File: config.mk
export PLATFORM = sky130hd
export DESIGN_NAME = imem_loader
export DESIGN_NICKNAME = d
export VERILOG_FILES = /design/src/rtl/imem_pkg.sv /design/src/rtl/imem_byte_serializer.sv /design/src/rtl/imem_loader.sv
export SDC_FILE = /design/constraint.sdc
export NUM_CORES = 1
export LEC_CHECK = 0
export ABC_AREA = 1
export CAP_MARGIN = 20
export CORE_ASPECT_RATIO = 0.6
export CORE_MARGIN = 2
export CORE_UTILIZATION = 46
export CTS_BUF_LIST = sky130_fd_sc_hd__clkbuf_4 sky130_fd_sc_hd__clkbuf_8 sky130_fd_sc_hd__clkbuf_16
export DETAILED_ROUTE_END_ITERATION = 8
export PLACE_DENSITY = 0.88
export SYNTH_ARGS = -nofsm -noshare
export SYNTH_HDL_FRONTEND = slang
export SYNTH_SLANG_ARGS = --single-unit
File: constraint.sdc
create_clock -name clk -period 2 [get_ports clk]
set_clock_uncertainty 0.1 [all_clocks]
set_input_delay 0.4 -clock clk [delete_from_list [all_inputs] [get_ports clk]]
set_output_delay 0.4 -clock clk [all_outputs]
set_load 0.02 [all_outputs]
File: src/rtl/imem_pkg.sv
// Shared types and sizes for the instruction-memory loader.
package imem_pkg;

    typedef enum logic [1:0] {
        IDLE,
        ACCEPT,
        WRITE,
        DONE
    } state_e;

    localparam int unsigned WORD_BYTES = 4;
    localparam int unsigned BYTE_W     = 8;
    localparam int unsigned WORD_W     = WORD_BYTES * BYTE_W;
    localparam int unsigned IDX_W      = $clog2(WORD_BYTES);

endpackage

File: src/rtl/imem_byte_serializer.sv
// Word load/shift register: presents the word MSB-first, one byte per shift,
// with a byte counter flagging the final byte of the word.
module imem_byte_serializer
    import imem_pkg::*;
(
    input  logic              clk_i,
    input  logic              rst_ni,
    input  logic              load_i,
    input  logic              shift_i,
    input  logic [WORD_W-1:0] word_i,
    output logic [BYTE_W-1:0] byte_o,
    output logic              last_byte_o
);

    logic [WORD_W-1:0] shift_q, shift_d;
    logic [IDX_W-1:0]  idx_q, idx_d;

    // A load in the final-byte slot takes priority over the shift.
    always_comb begin
        shift_d = shift_q;
        idx_d   = idx_q;
        if (load_i) begin
            shift_d = word_i;
            idx_d   = '0;
        end else if (shift_i) begin
            shift_d = {shift_q[WORD_W-BYTE_W-1:0], {BYTE_W{1'b0}}};
            idx_d   = idx_q + IDX_W'(1);
        end
    end

    always_ff @(posedge clk_i or negedge rst_ni) begin
        if (!rst_ni) begin
            shift_q <= '0;
            idx_q   <= '0;
        end else begin
            shift_q <= shift_d;
            idx_q   <= idx_d;
        end
    end

    assign byte_o      = shift_q[WORD_W-1 -: BYTE_W];
    assign last_byte_o = (idx_q == IDX_W'(WORD_BYTES - 1));

endmodule

File: src/rtl/imem_loader.sv
// Streams 32-bit words into byte-wide instruction memory, big-endian.
// Optional running checksum of accepted words: IMEM_LOADER_CHECKSUM_EN.
module imem_loader
    import imem_pkg::*;
#(
    parameter int unsigned ADDR_W = 8
) (
    input  logic              clk,
    input  logic              rst,
    input  logic              start,
    input  logic [ADDR_W-1:0] base_addr,
    input  logic              in_valid,
    output logic              in_ready,
    input  logic [31:0]       in_word,
    input  logic              in_last,
    output logic              mem_we,
    output logic [ADDR_W-1:0] mem_addr,
    output logic [7:0]        mem_wdata,
    output logic              busy,
    output logic              done,
    output logic              wrap_err,
    output logic [31:0]       checksum
);

    localparam logic [ADDR_W-1:0] ALIGN_MASK = {{(ADDR_W-2){1'b1}}, 2'b00};

    state_e            state_q, state_d;
    logic [ADDR_W-1:0] addr_q, addr_d;
    logic              last_q, last_d;
    logic              wrap_pend_q, wrap_pend_d;
    logic              wrap_err_q, wrap_err_d;
    logic              load, shift, last_byte;

    // Ready comes from registered state only, never from in_valid.
    assign in_ready = (state_q == ACCEPT) || ((state_q == WRITE) && last_byte && !last_q);

    always_comb begin
        state_d     = state_q;
        addr_d      = addr_q;
        last_d      = last_q;
        wrap_pend_d = wrap_pend_q;
        wrap_err_d  = wrap_err_q;
        load        = 1'b0;
        shift       = 1'b0;
        unique case (state_q)
            IDLE: begin
                if (start) begin
                    state_d     = ACCEPT;
                    addr_d      = base_addr & ALIGN_MASK;
                    wrap_pend_d = 1'b0;
                    wrap_err_d  = 1'b0;
                end
            end
            ACCEPT: begin
                if (in_valid) begin
                    load    = 1'b1;
                    last_d  = in_last;
                    state_d = WRITE;
                end
            end
            WRITE: begin
                shift  = 1'b1;
                addr_d = addr_q + ADDR_W'(1);
                if (addr_q == '1) wrap_pend_d = 1'b1;
                if (wrap_pend_q)  wrap_err_d  = 1'b1;
                if (last_byte) begin
                    if (last_q) begin
                        state_d = DONE;
                    end else if (in_valid) begin
                        load   = 1'b1;
                        last_d = in_last;
                    end else begin
                        state_d = ACCEPT;
                    end
                end
            end
            DONE:    state_d = IDLE;
            default: state_d = IDLE;
        endcase
    end

    always_ff @(posedge clk or negedge rst) begin
        if (!rst) begin
            state_q     <= IDLE;
            addr_q      <= '0;
            last_q      <= 1'b0;
            wrap_pend_q <= 1'b0;
            wrap_err_q  <= 1'b0;
        end else begin
            state_q     <= state_d;
            addr_q      <= addr_d;
            last_q      <= last_d;
            wrap_pend_q <= wrap_pend_d;
            wrap_err_q  <= wrap_err_d;
        end
    end

    imem_byte_serializer u_ser (
        .clk_i       (clk),
        .rst_ni      (rst),
        .load_i      (load),
        .shift_i     (shift),
        .word_i      (in_word),
        .byte_o      (mem_wdata),
        .last_byte_o (last_byte)
    );

    assign mem_we   = (state_q == WRITE);
    assign mem_addr = addr_q;
    assign busy     = (state_q != IDLE);
    assign done     = (state_q == DONE);
    assign wrap_err = wrap_err_q;

`ifdef IMEM_LOADER_CHECKSUM_EN
    logic [31:0] csum_q;
    logic        csum_clr;

    assign csum_clr = (state_q == IDLE) && start;

    always_ff @(posedge clk or negedge rst) begin
        if (!rst) begin
            csum_q <= '0;
        end else if (csum_clr) begin
            csum_q <= '0;
        end else if (load) begin
            csum_q <= csum_q + in_word;
        end
    end

    assign checksum = csum_q;
`else
    assign checksum = '0;
`endif

endmodule

[Yosys cells after proc, flatten, opt, wreduce, memory -nomap -nowiden]
Index checks and enable logic that the tools add are counted.
Word-level totals
  bits in registers: 47
Cells by class
  equality and inequality tests: 11
  reduce and logical (&&, ||, !) cells: 14
  $add $sub $neg: 2
  multiplexer cells: 27
Operators with widths (count)
  32-bit 2-to-1 mux: 2
  8-bit case mux with 2 select lines: 1
  2-bit 2-to-1 mux: 7
  1-bit 2-to-1 mux: 11
  3-bit AND reduction: 3
  8-bit by 1-bit adder with 8-bit output (second input constant): 1
  8-bit equality test (second input constant): 1
  8-bit 2-to-1 mux: 1
  1-bit case mux with 2 select lines: 4
  2-bit case mux with 4 select lines: 1
  2-bit nonzero test: 4
  2-bit equality test (second input constant): 3
  2-bit by 1-bit inequality test with 1-bit output (second input constant): 3
  2-bit inequality test (second input constant): 2
  4-bit AND reduction: 1
  3-bit by 2-bit inequality test with 1-bit output (second input constant): 1
  2-bit by 1-bit adder with 2-bit output (second input constant): 1
  2-bit by 1-bit equality test with 1-bit output (second input constant): 1
  1-bit logical AND: 2
  2-bit logical NOT: 1
  2-bit AND reduction: 1
  1-bit logical NOT: 1
  1-bit logical OR: 1

[Logic depth before layout (Yosys ltp)]
Gate-level depths: netlist of the first run.
  word-level depth: 5
  depth in mapped cells: 10
  gate-level depth less buffers: 9

[By module]
From an unflattened synthesis of the first run, not the netlist that was laid out.
Second synthesis, totals
  cell total of the unflattened synthesis: 343
  area, all modules: 2711.4 µm²
By module, submodules not included
  imem_byte_serializer: area an instance 1582.8 µm², seq. area each 850.8 µm², times used 1, cells an instance 183
  imem_loader: area an instance 1128.6 µm², seq. area each 325.3 µm², times used 1, cells an instance 160

[Worst setup path before layout of the first run]
Ideal clock, no wire load.
  kind: flip-flop to output port
  start point: register state_q[0]
  end point: output port in_ready
  stages on the path, launching flop included: 6
  data arrival time: 1.469 ns
  path buffers: 1
  setup slack: 0.031 ns
  path through: dfrtp_1 inv_1 ha_1 inv_1 buf_2 o21ai_0
On the way
  longest elaborated chain between the ends: 4
  elaborated cells on any way between the ends: 5
  those cells by class: 2 x eq/ne; 3 x reduce/logical
RTL lines
  start, declared: line imem_loader.sv:27  | state_e state_q, state_d;
  start signal, assigned: line imem_loader.sv:90  | state_q <= state_d;
  2-bit equality test: line imem_loader.sv:35  | assign in_ready = (state_q == ACCEPT) || ((state_q == WRITE) && last_byte && !last_q);
  1-bit logical AND (2 in series): line imem_loader.sv:35
  1-bit logical OR (*): line imem_loader.sv:35
  end, declared: line imem_loader.sv:13  | output logic in_ready,
Every way passes the cells marked *; elsewhere a longest branch is shown, timed or not.

[Worst setup path in the final report of the first run]
  start point: register state_q[1]
  end point: output port in_ready
The elaborated chain is that of the path after synthesis.

==> results.toml, run 1 <==
[final_layout]
syn_to_final_growth_pct = 21.2
fillers = 542
fin_nets = 463
diodes = 0
drive_gt1_frac = 0.120

[grt]
antenna_found_initial = 0
track_usage = 0.187
grt_pass1_wl_um = 10300
grt_max_degree = 41
grt-ovfl-total = 0
grt_pass1_vias = 2178

[clock_tree]
clk_path_buf_depth = 2
cts-htree-levels = 2
cts_post_setup_buffers_inserted = 0
clkLatencyLatePin_ns = 0.29
clk_pin_slew_ns = 0.08
cts-root-buf = "clkbuf_8"
cts_inserted_buffers = 5
numClockSinks = 47
cts_tree = "yes"

[synthesis]
synth_common_cells = "83 x nand2_1, 67 x nand3_1, 47 x dfrtp_1"
ys_types = 24
synthArstFlopShare = 1.00
synth_enable_flop_cells = 0
syn_avg_cell_area_sq_um = 8.25
netlist_instances = 352
synth.top_cell.area_share = 0.405
ys_seq_elements = 47
syn-cell-area_sq_um = 2900
yosysTopAreaCell = "dfrtp_1"
ys_seq_area_frac = 0.405
synth.most_common_cell = "nand2_1"
ys_warn_count = 0
synth_ff_type = "dfrtp_1"
synth_area_leaders = "dfrtp_1 40%, nand3_1 12%, nand2_1 11%"

[sta]
worst_pin_slew_ns = 0.541
finalCritPeriodShare = 0.944
worst_slack_ns = 0.113
rsz0062_at_grt = "true"
hold_viol = 0
fin_crit_ns = 1.89
setup_violations = 0
slew_headroom = 0.639
drv_slew = 0
fmax_mhz = 530

[floorplanning]
io_pins = 98
die_area_sq_um = 6990
die_h_um = 65.5
die_w_um = 107
core.rowCount = 22
design.core.area_sq_um = 6110
start_util = 0.475

[run]
drv_cap = 0

[detailed_routing]
drc = 0
drtPass1Iterations = 4
detail_route.wl_per_cell_um = 12.5
drt_iter0_drc = 147
ant_nets = 0
num_vias = 2347
finalWirelength_um = 6180
drt-vias-per-instance = 4.75

[place]
routabilityCongestion = 0.874
pre_cts_slack_ns = -0.0485
io_buffers = 63
place.detailed.hpwl_um = 4600

[pwr]
p_comb_frac = 0.525
power_frac_seq = 0.353
clkPwrFrac = 0.122
p_leak_uw = 0.00171
switching_share = 0.437
vdd_drop_max_v = 0.000480
finalPower_uw = 4620
power.density_nw_per_um2 = 1310
power.switching_uw = 2020
p_int_uw = 2600

[setup_path]
crit_path_start_kind = "register"
crit_fanout = 3
r2r-end = "u_ser.shift_q[22]"
cp.arrival_ns = 1.39
ff2ff_setup_slack_ns = 0.18
r2r_start = "state_q[0]"
path_class = "reg -> out"
cp-end-kind = "output pin"
cp-startpoint = "state_q[1]"
reg2reg_depth = 11
worstPathRequired_ns = 1.50
cp-endpoint = "in_ready"

[hold_path]
hp-class = "reg -> reg"
hp-start = "wrap_err"

[status]
status = "completed"
[worst max-delay path, stage by stage (launching register included)]
cell	delay, ns
dfrtp_1	0.40
inv_1	0.13
ha_1	0.20
inv_1	0.06
o21ai_1	0.11
buf_2	0.20
[cell usage in the layout (no fill, tap or decap), types with 10 or more instances in the layout]
master,n
nor2_1,18
o21ai_0,14
buf_4,10
nand2_1,83
dfrtp_1,47
inv_1,19
conb_1,32
nand3_1,67
nand3_2,18
clkdlybuf4s50_1,58
[routing by layer]
layer  track usage  wire, um
met5             0         0
met4        0.0455        27
met3        0.0427       348
met2         0.302      2950
met1         0.258      2850
[worst min-delay path by stage]
stage,depth (start not counted),to
final,2,wrap_err
after global routing,2,u_ser.shift_q[14]
after CTS,2,u_ser.shift_q[6]
after detailed placement,1,mem_addr[2]
after global placement,1,mem_addr[2]
after floorplan,0,last_q
[area by class of cell]
cell class / instances / area, sq um / share of cell area
Inverter: 20 / 75.1 / 0.0213
Clock buffer: 6 / 82.6 / 0.0235
Tap cell: 84 / 105 / 0.0299
Timing Repair Buffer: 78 / 761 / 0.216
Sequential cell: 47 / 1180 / 0.334
Clock inverter: 1 / 5.00 / 0.00142
Multi-Input combinational cell: 258 / 1320 / 0.374
[stage by stage]
step / utilization / hold WS [ns] / instance area [sq um] / cells / TNS [ns]
finish: 0.576 / 0.407 / 3520 / 494 / 0
global route: 0.576 / 0.442 / 3520 / 494 / -0.0426
CTS: 0.575 / 0.411 / 3520 / 494 / 0
detailed placement: 0.561 / 0.313 / 3430 / 486 / -0.0485
global placement: 0.561 / 0.315 / 3430 / 486 / 0
floorplan: - / 0.00441 / 3020 / 383 / 0
[repair_timing]
action / CTS / global route
pin swaps: 0 / 0
setup endpoints to repair: 4 / 16
resized for setup: 9 / 4
endpoints found under the hold margin: 22 / 0
hold buffers: 1 / 0
[power groups by stage]
stage	clock [uW]	sequential [uW]	combinational (uW)
final	563	1630	2430
after global routing	648	1680	2730
after CTS	590	1630	2440
after detailed placement	0	1640	2460
after global placement	0	1610	2370
after floorplan	0	1680	1700
[state kept, by name, indices dropped and copies added (netlist names)]
signal / cells
mem_addr: 8
u_ser.shift_q: 32
wrap_pend_q: 1
u_ser.idx_q: 2
wrap_err: 1
last_q: 1
state_q: 2
[logic make-up after synthesis]
| group | Yosys count | share of synthesized area |
|---|---|---|
| and+or+nand+nor | 191 | 0.324 |
| other | 1 | 0.00129 |
| buffers and inverters | 78 | 0.183 |
| adders and majority gates | 8 | 0.0345 |
| DFF | 47 | 0.405 |
| AOI/OAI and AO/OA | 25 | 0.0461 |
| xor gates and xnor gates | 2 | 0.00603 |
(Power assumes the default switching activity.)
==> run 2, diff against run 1 <==
Settings changed: SETUP_SLACK_MARGIN from default to 0.15.
==> run 2 against run 1 <==
  * Hold slack about the same
  * Sequential share of layout area down 2.2 points
  * Clock-buffer cell count unchanged
  * Die area unchanged
  * Fmax up 2.2%
  * Critical endpoint unchanged
  * Worst setup slack better by 0.041 ns
  * Global-route usage up 0.072 points
  * Register-to-register slack about the same
  * Critical path depth unchanged
  * Highest routed layer unchanged
  * Design area up 6.9%
  * Non-clock buffer count up 10
==> results.toml, run 2 (same netlist as run 1, synthesis figures left out) <==
[clock_tree]
clk_pin_slew_ns = 0.09
cts_inserted_buffers = 5
numClockSinks = 47
cts-root-buf = "clkbuf_8"
clk_path_buf_depth = 2
cts_tree = "yes"
clkLatencyLatePin_ns = 0.31
cts-htree-levels = 2

[sta]
finalCritPeriodShare = 0.923
worst_slack_ns = 0.154
rsz0062_at_grt = "true"
fin_crit_ns = 1.85
setup_violations = 0
drv_slew = 0
fmax_mhz = 542
hold_viol = 0
tns_ns = 0
timing.hold.ws_ns = 0.407

[final_layout]
fin_nets = 473
layout_commonest_cell = "nand2_1"
diodes = 0
largest_reg_flops = 32
fillers = 509
drive_gt1_frac = 0.169
syn_to_final_growth_pct = 29.6
layout_common_cells = "80 x nand2_1, 67 x nand3_1, 48 x clkdlybuf4s50_1, 47 x dfrtp_1, 32 x conb_1"
final_util = 0.616
top_register = "u_ser.shift_q"
post-route-cell-area_sq_um = 3760

[setup_path]
cp-end-kind = "output pin"
crit_fanout = 3
path_class = "reg -> out"
cp.arrival_ns = 1.35
ff2ff_setup_slack_ns = 0.18
crit_path_start_kind = "register"
worstPathRequired_ns = 1.50

[place]
post_dp_cell_area_sq_um = 3440
place.detailed.hpwl_um = 4580
pre_cts_slack_ns = 0.0260
io_buffers = 63
routabilityCongestion = 0.878

[pwr]
p_comb_frac = 0.551
switching_share = 0.448
power.density_nw_per_um2 = 1310
p_leak_uw = 0.00185
power.switching_uw = 2210
p_int_uw = 2720
power_frac_seq = 0.330
vdd_drop_max_v = 0.000540
clkPwrFrac = 0.119

[detailed_routing]
drc = 0
drt_iter0_drc = 152
finalWirelength_um = 7190
num_vias = 2529
drtPass1Iterations = 4
detail_route.wl_per_cell_um = 14.2
drt-vias-per-instance = 5.01
ant_nets = 0

[floorplanning]
io_pins = 98
die_h_um = 65.5
die_w_um = 107
core.rowCount = 22
start_util = 0.475
design.core.area_sq_um = 6110
die_area_sq_um = 6990

[grt]
track_usage = 0.188
grt_pass1_wl_um = 10300
grt-ovfl-total = 0
antenna_found_initial = 0
grt_max_degree = 41
grt_pass1_vias = 2176

[run]
drv_cap = 0

[hold_path]
hp-class = "reg -> reg"

[status]
status = "completed"
[run 2: cell types whose count changed in the layout (fill, tap and decap cells not counted), sizes merged]
| cell | previous run | this run |
|---|---|---|
| clkinvlp | 0 | 1 |
| clkdlybuf4s50 | 58 | 48 |
| clkinv | 1 | 2 |
| buf | 16 | 23 |
| dlygate4sd2 | 2 | 7 |
| inv | 20 | 19 |
| dlymetal6s2s | 0 | 3 |
| clkbuf | 7 | 12 |
[run 2: final timing paths]
check / startpoint / endpoint / cells past startpoint
max in group asynchronous: rst / u_ser.shift_q[0] / 3
max: state_q[0] / in_ready / 5
min in group asynchronous: rst / last_q / 2
max reg2reg: state_q[0] / u_ser.shift_q[14] / 10
min: u_ser.shift_q[5] / u_ser.shift_q[5] / 2
min reg2reg: u_ser.shift_q[5] / u_ser.shift_q[5] / 2
[run 2: area by class of cell]
class                           count  area (sq um)  area share
Multi-Input combinational cell    258          1370       0.364
Sequential cell                    47          1180       0.313
Tap cell                           84           105      0.0279
Clock inverter                      2          12.5     0.00332
Inverter                           20          87.6      0.0233
Clock buffer                        6          76.3      0.0203
Timing Repair Buffer               88           936       0.249
[run 2: repair_timing]
item                       in CTS  in global routing
buffers inserted                0                  3
pin swaps                       0                  3
resized for setup              22                 27
cloned                          0                  7
hold endpoints to repair       12                  0
setup endpoints to repair      30                 44
hold buffers                    1                  0
[run 2: through the flow]
| stage | total power, uW | std cells |
|---|---|---|
| floorplan | 3390 | 383 |
| global placement | 3990 | 486 |
| detailed placement | 4100 | 486 |
| CTS | 4660 | 495 |
| global route | 5310 | 505 |
| finish | 4940 | 505 |
[run 2: routing by layer]
layer	wire, um	GRT usage
met5	0	0
met4	82	0.0633
met3	458	0.0456
met2	3320	0.286
met1	3320	0.264
[run 2: worst max-delay path, stage by stage, from the launching register on]
cell and delay [ns]:
dfrtp_1 0.39, inv_2 0.10, ha_2 0.19, inv_1 0.05, o21ai_1 0.14, buf_4 0.17
[run 2: power by group through the flow]
stage / clock network, uW / registers, uW / logic (uW)
global placement: 0 / 1620 / 2370
floorplan: 0 / 1680 / 1700
detailed placement: 0 / 1640 / 2460
finish: 589 / 1630 / 2720
CTS: 595 / 1620 / 2440
global route: 641 / 1680 / 2990
